--- config.mk ---
export PLATFORM = sky130hd
export DESIGN_NAME = pkt_link_tx_sched_flat
export DESIGN_NICKNAME = d
export VERILOG_FILES = /design/src/rtl/pkt_link_pkg.sv /design/src/rtl/pkt_link_tx_sched_if.sv /design/src/rtl/pkt_link_tx_sched_arb.sv /design/src/rtl/pkt_link_tx_sched.sv /design/src/flat_wrapper.sv
export SDC_FILE = /design/constraint.sdc
export NUM_CORES = 1
export LEC_CHECK = 0
export ABC_AREA = 1
export CAP_MARGIN = 20
export CORE_AREA = 2 2 109 137
export DETAILED_ROUTE_END_ITERATION = 6
export DIE_AREA = 0 0 111 139
export HOLD_SLACK_MARGIN = 0.03
export PLACE_DENSITY = 0.59
export SETUP_SLACK_MARGIN = 0.5
export SLEW_MARGIN = 40
export SYNTH_ARGS = -nofsm -noshare
export SYNTH_HDL_FRONTEND = slang
export SYNTH_SLANG_ARGS = --single-unit
--- constraint.sdc ---
create_clock -name clk -period 2.15 [get_ports clk]
set_input_delay 0.43 -clock clk [delete_from_list [all_inputs] [get_ports clk]]
set_output_delay 0.43 -clock clk [all_outputs]
set_load 0.1 [all_outputs]
--- src/rtl/pkt_link_pkg.sv ---
`default_nettype none
// ============================================================================
// Module      : pkt_link_pkg
// Description : Shared definitions for the packet link. Frame delimiters,
//               header length, TX scheduler state encoding and the frame
//               checksum helper.
// Revision    : 1.0 - initial release
// ============================================================================
package pkt_link_pkg;

    localparam logic [7:0] START_BYTE = 8'hAA;
    localparam logic [7:0] END_BYTE   = 8'h55;
    localparam int         HDR_LEN    = 3;     // START, type, length

    // Widest payload the checksum helper accepts (bytes).
    localparam int         PKT_MAX_PD = 64;

    typedef enum logic [2:0] {
        S_IDLE  = 3'd0,
        S_START = 3'd1,
        S_TYPE  = 3'd2,
        S_LEN   = 3'd3,
        S_PD    = 3'd4,
        S_CHK   = 3'd5,
        S_END   = 3'd6,
        S_GAP   = 3'd7
    } pkt_tx_state_t;

    // XOR of type, length and the first 'len' payload bytes. The payload is
    // LSB-aligned; byte order does not matter for an XOR.
    function automatic logic [7:0] pkt_xor_chk(
        input logic [7:0]              typ,
        input logic [7:0]              len,
        input logic [8*PKT_MAX_PD-1:0] pd
    );
        logic [7:0] chk;
        chk = typ ^ len;
        for (int i = 0; i < PKT_MAX_PD; i++) begin
            if (i < int'(len)) begin
                chk = chk ^ pd[8*i +: 8];
            end
        end
        return chk;
    endfunction

endpackage
`default_nettype wire

--- src/rtl/pkt_link_tx_sched_if.sv ---
`default_nettype none
// ============================================================================
// Module      : pkt_link_tx_sched_if
// Description : Requester and UART-TX byte channel bundle of the transmit
//               scheduler.
//               i_req/i_type/i_pd : per-requester request, type and payload
//               o_gnt             : one-hot grant pulse
//               o_data/o_valid    : TX byte and qualifier
//               i_ready           : TX accepts the byte
//               o_busy/o_src      : frame in progress / current requester
//               modport master = scheduler side, slave = producers + UART.
// Revision    : 1.0 - initial release
// ============================================================================
interface pkt_link_tx_sched_if
    import pkt_link_pkg::*;
#(
    parameter int N_REQ  = 4,
    parameter int PD_LEN = 2
);
    logic [N_REQ-1:0]          i_req;
    logic [8*N_REQ-1:0]        i_type;
    logic [8*PD_LEN*N_REQ-1:0] i_pd;
    logic [N_REQ-1:0]          o_gnt;
    logic [7:0]                o_data;
    logic                      o_valid;
    logic                      i_ready;
    logic                      o_busy;
    logic [$clog2(N_REQ)-1:0]  o_src;

    modport master (
        input  i_req, i_type, i_pd, i_ready,
        output o_gnt, o_data, o_valid, o_busy, o_src
    );

    modport slave (
        output i_req, i_type, i_pd, i_ready,
        input  o_gnt, o_data, o_valid, o_busy, o_src
    );
endinterface
`default_nettype wire

--- src/rtl/pkt_link_tx_sched_arb.sv ---
`default_nettype none
// ============================================================================
// Module      : rr_arbiter
// Description : Combinational round-robin pick. Scans req starting at ptr,
//               wrapping modulo N, and returns the first set bit.
//               req/ptr in; one-hot gnt, its index and any-request out.
// Revision    : 1.0 - initial release
// ============================================================================
module rr_arbiter #(
    parameter int N  = 4,
    parameter int IW = $clog2(N)
) (
    input  logic [N-1:0]  req,
    input  logic [IW-1:0] ptr,
    output logic [N-1:0]  gnt,
    output logic [IW-1:0] idx,
    output logic          any
);
    logic [IW-1:0] w_pos;

    always_comb begin
        gnt   = '0;
        idx   = '0;
        any   = 1'b0;
        w_pos = '0;
        for (int i = 0; i < N; i++) begin
            w_pos = IW'((int'(ptr) + i) % N);
            if (!any && req[w_pos]) begin
                any        = 1'b1;
                gnt[w_pos] = 1'b1;
                idx        = w_pos;
            end
        end
    end
endmodule
`default_nettype wire

--- src/rtl/pkt_link_tx_sched.sv ---
`default_nettype none
// ============================================================================
// Module      : pkt_link_tx_sched
// Description : Round-robin transmit scheduler. Grants one of N_REQ
//               requesters, captures its type/payload and sends the frame
//               START, type, length, payload (MSB byte first), checksum, END
//               over a valid/ready byte channel, then idles GAP_CYC cycles.
//               clk, rst_n (async, active-low), bus (interface, master).
// Revision    : 1.0 - initial release
// ============================================================================
module pkt_link_tx_sched
    import pkt_link_pkg::*;
#(
    parameter int PD_LEN  = 2,
    parameter int N_REQ   = 4,
    parameter int GAP_CYC = 2
) (
    input  logic                clk,
    input  logic                rst_n,
    pkt_link_tx_sched_if.master bus
);
    localparam int         IDX_W    = $clog2(N_REQ);
    localparam int         PD_W     = 8 * PD_LEN;
    localparam int         CNT_W    = (PD_LEN > 1) ? $clog2(PD_LEN) : 1;
    localparam int         GAP_W    = (GAP_CYC > 1) ? $clog2(GAP_CYC) : 1;
    localparam logic [CNT_W-1:0] CNT_LAST = CNT_W'(PD_LEN - 1);
    localparam logic [GAP_W-1:0] GAP_LAST = GAP_W'((GAP_CYC > 0) ? GAP_CYC - 1 : 0);
    localparam logic [7:0] LEN_BYTE = 8'(PD_LEN);

    pkt_tx_state_t     r_state;
    logic [IDX_W-1:0]  r_ptr;
    logic [7:0]        r_type;
    logic [PD_W-1:0]   r_pd;       // shifted left as payload bytes go out
    logic [7:0]        r_chk;
    logic [CNT_W-1:0]  r_cnt;
    logic [GAP_W-1:0]  r_gap;
    logic [N_REQ-1:0]  r_gnt;
    logic [7:0]        r_data;
    logic              r_valid;
    logic              r_busy;
    logic [IDX_W-1:0]  r_src;

    logic [N_REQ-1:0]          w_gnt;
    logic [IDX_W-1:0]          w_idx;
    logic                      w_any;
    logic [7:0]                w_sel_type;
    logic [PD_W-1:0]           w_sel_pd;
    logic [8*PKT_MAX_PD-1:0]   w_pd_pad;
    logic [7:0]                w_chk;
    logic                      w_xfer;

    rr_arbiter #(.N(N_REQ), .IW(IDX_W)) u_arb (
        .req (bus.i_req),
        .ptr (r_ptr),
        .gnt (w_gnt),
        .idx (w_idx),
        .any (w_any)
    );

    // Mux the winner's fields with the one-hot grant.
    always_comb begin
        w_sel_type = '0;
        w_sel_pd   = '0;
        for (int k = 0; k < N_REQ; k++) begin
            if (w_gnt[k]) begin
                w_sel_type = bus.i_type[8*k +: 8];
                w_sel_pd   = bus.i_pd[PD_W*k +: PD_W];
            end
        end
    end

    always_comb begin
        w_pd_pad             = '0;
        w_pd_pad[PD_W-1:0]   = r_pd;
    end

    assign w_chk  = pkt_xor_chk(r_type, LEN_BYTE, w_pd_pad);
    assign w_xfer = r_valid && bus.i_ready;

    always_ff @(posedge clk or negedge rst_n) begin
        if (!rst_n) begin
            r_state <= S_IDLE;
            r_ptr   <= '0;
            r_type  <= '0;
            r_pd    <= '0;
            r_chk   <= '0;
            r_cnt   <= '0;
            r_gap   <= '0;
            r_gnt   <= '0;
            r_data  <= '0;
            r_valid <= 1'b0;
            r_busy  <= 1'b0;
            r_src   <= '0;
        end else begin
            r_gnt <= '0;
            case (r_state)
                S_IDLE: begin
                    if (w_any) begin
                        r_type  <= w_sel_type;
                        r_pd    <= w_sel_pd;
                        r_gnt   <= w_gnt;
                        r_src   <= w_idx;
                        r_ptr   <= (int'(w_idx) == N_REQ - 1) ? '0 : w_idx + IDX_W'(1);
                        r_busy  <= 1'b1;
                        r_valid <= 1'b1;
                        r_data  <= START_BYTE;
                        r_state <= S_START;
                    end
                end
                S_START: begin
                    if (w_xfer) begin
                        r_data  <= r_type;
                        r_state <= S_TYPE;
                    end
                end
                S_TYPE: begin
                    // Payload is still unshifted here, so the checksum is
                    // taken from the captured fields.
                    r_chk <= w_chk;
                    if (w_xfer) begin
                        r_data  <= LEN_BYTE;
                        r_state <= S_LEN;
                    end
                end
                S_LEN: begin
                    if (w_xfer) begin
                        r_data  <= r_pd[PD_W-1 -: 8];
                        r_pd    <= r_pd << 8;
                        r_cnt   <= '0;
                        r_state <= S_PD;
                    end
                end
                S_PD: begin
                    if (w_xfer) begin
                        if (r_cnt == CNT_LAST) begin
                            r_data  <= r_chk;
                            r_state <= S_CHK;
                        end else begin
                            r_data <= r_pd[PD_W-1 -: 8];
                            r_pd   <= r_pd << 8;
                            r_cnt  <= r_cnt + CNT_W'(1);
                        end
                    end
                end
                S_CHK: begin
                    if (w_xfer) begin
                        r_data  <= END_BYTE;
                        r_state <= S_END;
                    end
                end
                S_END: begin
                    if (w_xfer) begin
                        r_valid <= 1'b0;
                        r_busy  <= 1'b0;
                        r_gap   <= '0;
                        r_state <= (GAP_CYC > 0) ? S_GAP : S_IDLE;
                    end
                end
                S_GAP: begin
                    if (r_gap == GAP_LAST) begin
                        r_state <= S_IDLE;
                    end else begin
                        r_gap <= r_gap + GAP_W'(1);
                    end
                end
                default: r_state <= S_IDLE;
            endcase
        end
    end

    assign bus.o_gnt   = r_gnt;
    assign bus.o_data  = r_data;
    assign bus.o_valid = r_valid;
    assign bus.o_busy  = r_busy;
    assign bus.o_src   = r_src;

endmodule
`default_nettype wire
--- src/flat_wrapper.sv ---
// flat-port wrapper written by rule: the top's interface ports become plain ports
module pkt_link_tx_sched_flat import pkt_link_pkg::*;
#(
    parameter int PD_LEN  = 2,
    parameter int N_REQ   = 4,
    parameter int GAP_CYC = 2
)
  (clk, rst_n, bus_i_req, bus_i_type, bus_i_pd, bus_i_ready, bus_o_gnt, bus_o_data, bus_o_valid, bus_o_busy, bus_o_src);
  pkt_link_tx_sched_if #(.N_REQ(N_REQ), .PD_LEN(PD_LEN)) bus_i ();
  input  logic clk;
  input  logic rst_n;
  input wire logic [$bits(bus_i.i_req)-1:0] bus_i_req;
  input wire logic [$bits(bus_i.i_type)-1:0] bus_i_type;
  input wire logic [$bits(bus_i.i_pd)-1:0] bus_i_pd;
  input wire logic [$bits(bus_i.i_ready)-1:0] bus_i_ready;
  output wire logic [$bits(bus_i.o_gnt)-1:0] bus_o_gnt;
  output wire logic [$bits(bus_i.o_data)-1:0] bus_o_data;
  output wire logic [$bits(bus_i.o_valid)-1:0] bus_o_valid;
  output wire logic [$bits(bus_i.o_busy)-1:0] bus_o_busy;
  output wire logic [$bits(bus_i.o_src)-1:0] bus_o_src;
  assign bus_i.i_req = bus_i_req;
  assign bus_i.i_type = bus_i_type;
  assign bus_i.i_pd = bus_i_pd;
  assign bus_i.i_ready = bus_i_ready;
  assign bus_o_gnt = bus_i.o_gnt;
  assign bus_o_data = bus_i.o_data;
  assign bus_o_valid = bus_i.o_valid;
  assign bus_o_busy = bus_i.o_busy;
  assign bus_o_src = bus_i.o_src;
  pkt_link_tx_sched #(.PD_LEN(PD_LEN), .N_REQ(N_REQ), .GAP_CYC(GAP_CYC)) u_core (.clk(clk), .rst_n(rst_n), .bus(bus_i));
endmodule
==> impl_metrics.toml <==
[timing]
grt_setup_unrepaired = "yes"
hold_violations = 0
setup_slack_ps = -24.34
fin_crit_ps = 2174
fmax_ghz = 0.4599
timing.final.crit_share_pct = 101.1
worst_pin_slew_ps = 374.7
setup_violations = 8
clock_skew_ps = 5.942
fin_hold_ws_ps = 492.3
slew_violations = 0
setup-tns-final_ps = -94.18
relSlewSlack_pct = 75.02

[finish]
fin_util_pct = 45.51
final_cell_mix = "186 x nand2_1, 100 x clkdlybuf4s50_1, 51 x buf_4, 51 x dfrtp_1, 49 x inv_1"
antennaDiodeCount = 0
layout_commonest_cell = "nand2_1"
final_cells = 922
nets = 857
syn_to_final_growth_pct = 60.57
final_layout_size_suffix_gt1_share_pct = 27.15

[critical_path]
setup.worst_path.start_class = "flip-flop"
crit_required_ps = 2330
path_max_fanout = 7
cp-end-kind = "flip-flop"
arrival_ps = 2350
crit_type = "flip-flop to flip-flop"

[yosys]
synth_seq_cells = 54
synth_edf_count = 0
ys_seq_area_share_pct = 33.67
synthFlopType = "dfrtp_1"
syn_area_per_cell_um2 = 6.993
synthesis.nets = 688
synthArstFlopShare_pct = 100.0
synth_cell_types = 40
ys.warnings.count = 0
syn_inst = 574
synthesis.area_um2 = 4014

[detailed_routing]
routed_via_density = 4.791
final_antenna_net_count = 0
drt_wl_total_um = 13630
drc = 0
vias = 4417
routedWlPerCell_um = 14.78
drt-initial-drc-count = 226
drt_pass1_iterations = 5

[run_status]
outcome = "finished with violations"
violations = "setup timing"

[job]
drv_cap = 0

[cts]
numCtsBuffers = 5
clk_pin_slew_ps = 70
clk_root_buffer_cell = "clkbuf_16"
clock-sinks = 54
clockBufferDepth = 2
cts_tree = "done"
htreeDepth = 2
clock_latency_ps = 300

[global_route]
grt_max_degree = 33
antenna_found_initial = 0
grt_pass1_wl_um = 21470
grt-ovfl-total = 0
grt_pass1_vias = 4470
globalRouteTotalUtil_pct = 17.01

[power_and_ir_drop]
max-vdd-ir-drop_mv = 0.3195
p_leak_nw = 3.083
p_per_area_nw_per_um2 = 365.9

[floorplan]
die_y_um = 139
fp.coreArea_um2 = 14160
die-width_um = 111
start_util_pct = 28.34
io-pin-count = 119
die-area_um2 = 15430
rows = 49

[placement]
gp_congestion = 0.8803
preCtsSetupSlack_ps = -428.3
port-buffer-count = 118
dp_cells = 892
dp_hpwl_um = 10240

[hold_path]
hold_class = "flip-flop to flip-flop"
==> synthesized netlist by cell type (2+ instances only) <==
master       n  area, µm²
a21oi_1     49      245.2
a221oi_1     4      35.03
a22oi_1      4      30.03
a31oi_1      2      12.51
buf_2       12      60.06
buf_4        4      30.03
buf_6        5      56.30
dfrtp_1     54       1351
ha_1        11      137.6
inv_1       54      202.7
inv_2        5      18.77
inv_4        2      12.51
mux2_2       5      56.30
nand2_1    205      769.5
nand2_2      6      37.54
nand2_4      2      22.52
nand3_1     34      170.2
nand3_2      4      40.04
nand3_4      2      35.03
nand4_1     10      62.56
nor2_1      31      116.4
nor2_2       2      12.51
o2111ai_1    3      26.28
o211ai_1     8      60.06
o21a_1       5      37.54
o21ai_0     22      110.1
xnor2_1      9      78.83
xor2_1       8      70.07
==> path summary, 6_finish.rpt <==
path	from	to	slack (ps)	cells past startpoint
min reg2reg	u_core.r_chk[0]$_DFFE_PN0P_	u_core.r_chk[0]$_DFFE_PN0P_	490	2
max	flip-flop	u_core.r_type[3]$_DFFE_PN0P_	-20	14
max in group asynchronous	rst_n	asynchronous set/reset pin	950	3
min in group asynchronous	rst_n	u_core.bus.o_gnt[1]$_DFF_PN0_	540	2
max reg2reg	flip-flop	u_core.r_type[3]$_DFFE_PN0P_	-20	14
min	u_core.r_chk[0]$_DFFE_PN0P_	u_core.r_chk[0]$_DFFE_PN0P_	490	2
==> power by group <==
group          internal, mW  switching, mW
logic                 0.277          0.208
clock network         0.469          0.390
registers              1.01              0
total                  1.76          0.598
==> flip-flops by register name, summed over array words and instances (netlist names), named ones only <==
name / flops
u_core.r_pd: 16
u_core.r_gap: 1
u_core.r_ptr: 1
u_core.r_state: 3
u_core.bus.o_valid: 1
u_core.r_type: 8
u_core.bus.o_src: 2
u_core.bus.o_gnt: 4
u_core.r_cnt: 1
u_core.r_chk: 8
u_core.bus.o_data: 8
==> final cells by class <==
cell class / count / area, µm²
Clock buffer: 6 / 138.9
Sequential cell: 54 / 1355
Inverter: 62 / 260.3
Fill cell: 1392 / 7717
Clock inverter: 2 / 16.27
Tap cell: 178 / 222.7
Timing Repair Buffer: 183 / 1827
Multi-Input combinational cell: 437 / 2625
==> through the flow <==
stage / instance area, µm² / power, mW
6_report: 6445 / 2.358
5_1_grt: 6445 / 2.460
4_1_cts: 6185 / 2.338
3_5_place_dp: 5677 / 1.437
3_3_place_gp: 5677 / 1.436
2_1_floorplan: 4103 / 1.174
==> logic make-up (layout without fill, tap and decap cells) <==
group	after synthesis	in the layout	synth area share [%]
buffers and inverters	84	253	9.663
and+or+nand+nor	300	301	32.67
adders and majority gates	11	11	3.429
AOI/OAI and AO/OA	103	103	15.46
DFF	54	54	33.67
muxes	5	5	1.403
xor gates and xnor gates	17	17	3.710
==> critical path: stages (launching register included) <==
cell and delay [ps]:
dfrtp_2 420, inv_6 50, ha_4 300, inv_4 50, nand2_1 70, nand2_2 80
nor2_8 170, buf_6 120, nand4_1 130, nand3_4 170, buf_6 140, nor2_4 40
buf_6 120, o211ai_1 100, nand2_1 80
==> per-layer routing <==
metal	routed length [µm]	GRT usage (%)	part of all wire, %
met1	5517	19.64	40
met2	7128	31.61	52
met3	471	2.273	3.5
met4	512	6.579	3.8
met5	0	0	0
==> what timing repair did <==
action / in CTS / in global routing
setup buffers: 12 / 5
pin swaps: 17 / 15
endpoints found under the hold margin: 7 / 0
setup endpoints to repair: 44 / 50
gates resized for setup: 70 / 45
hold buffers: 1 / 0
cloned: 1 / 3
(Power assumes the default switching activity.)
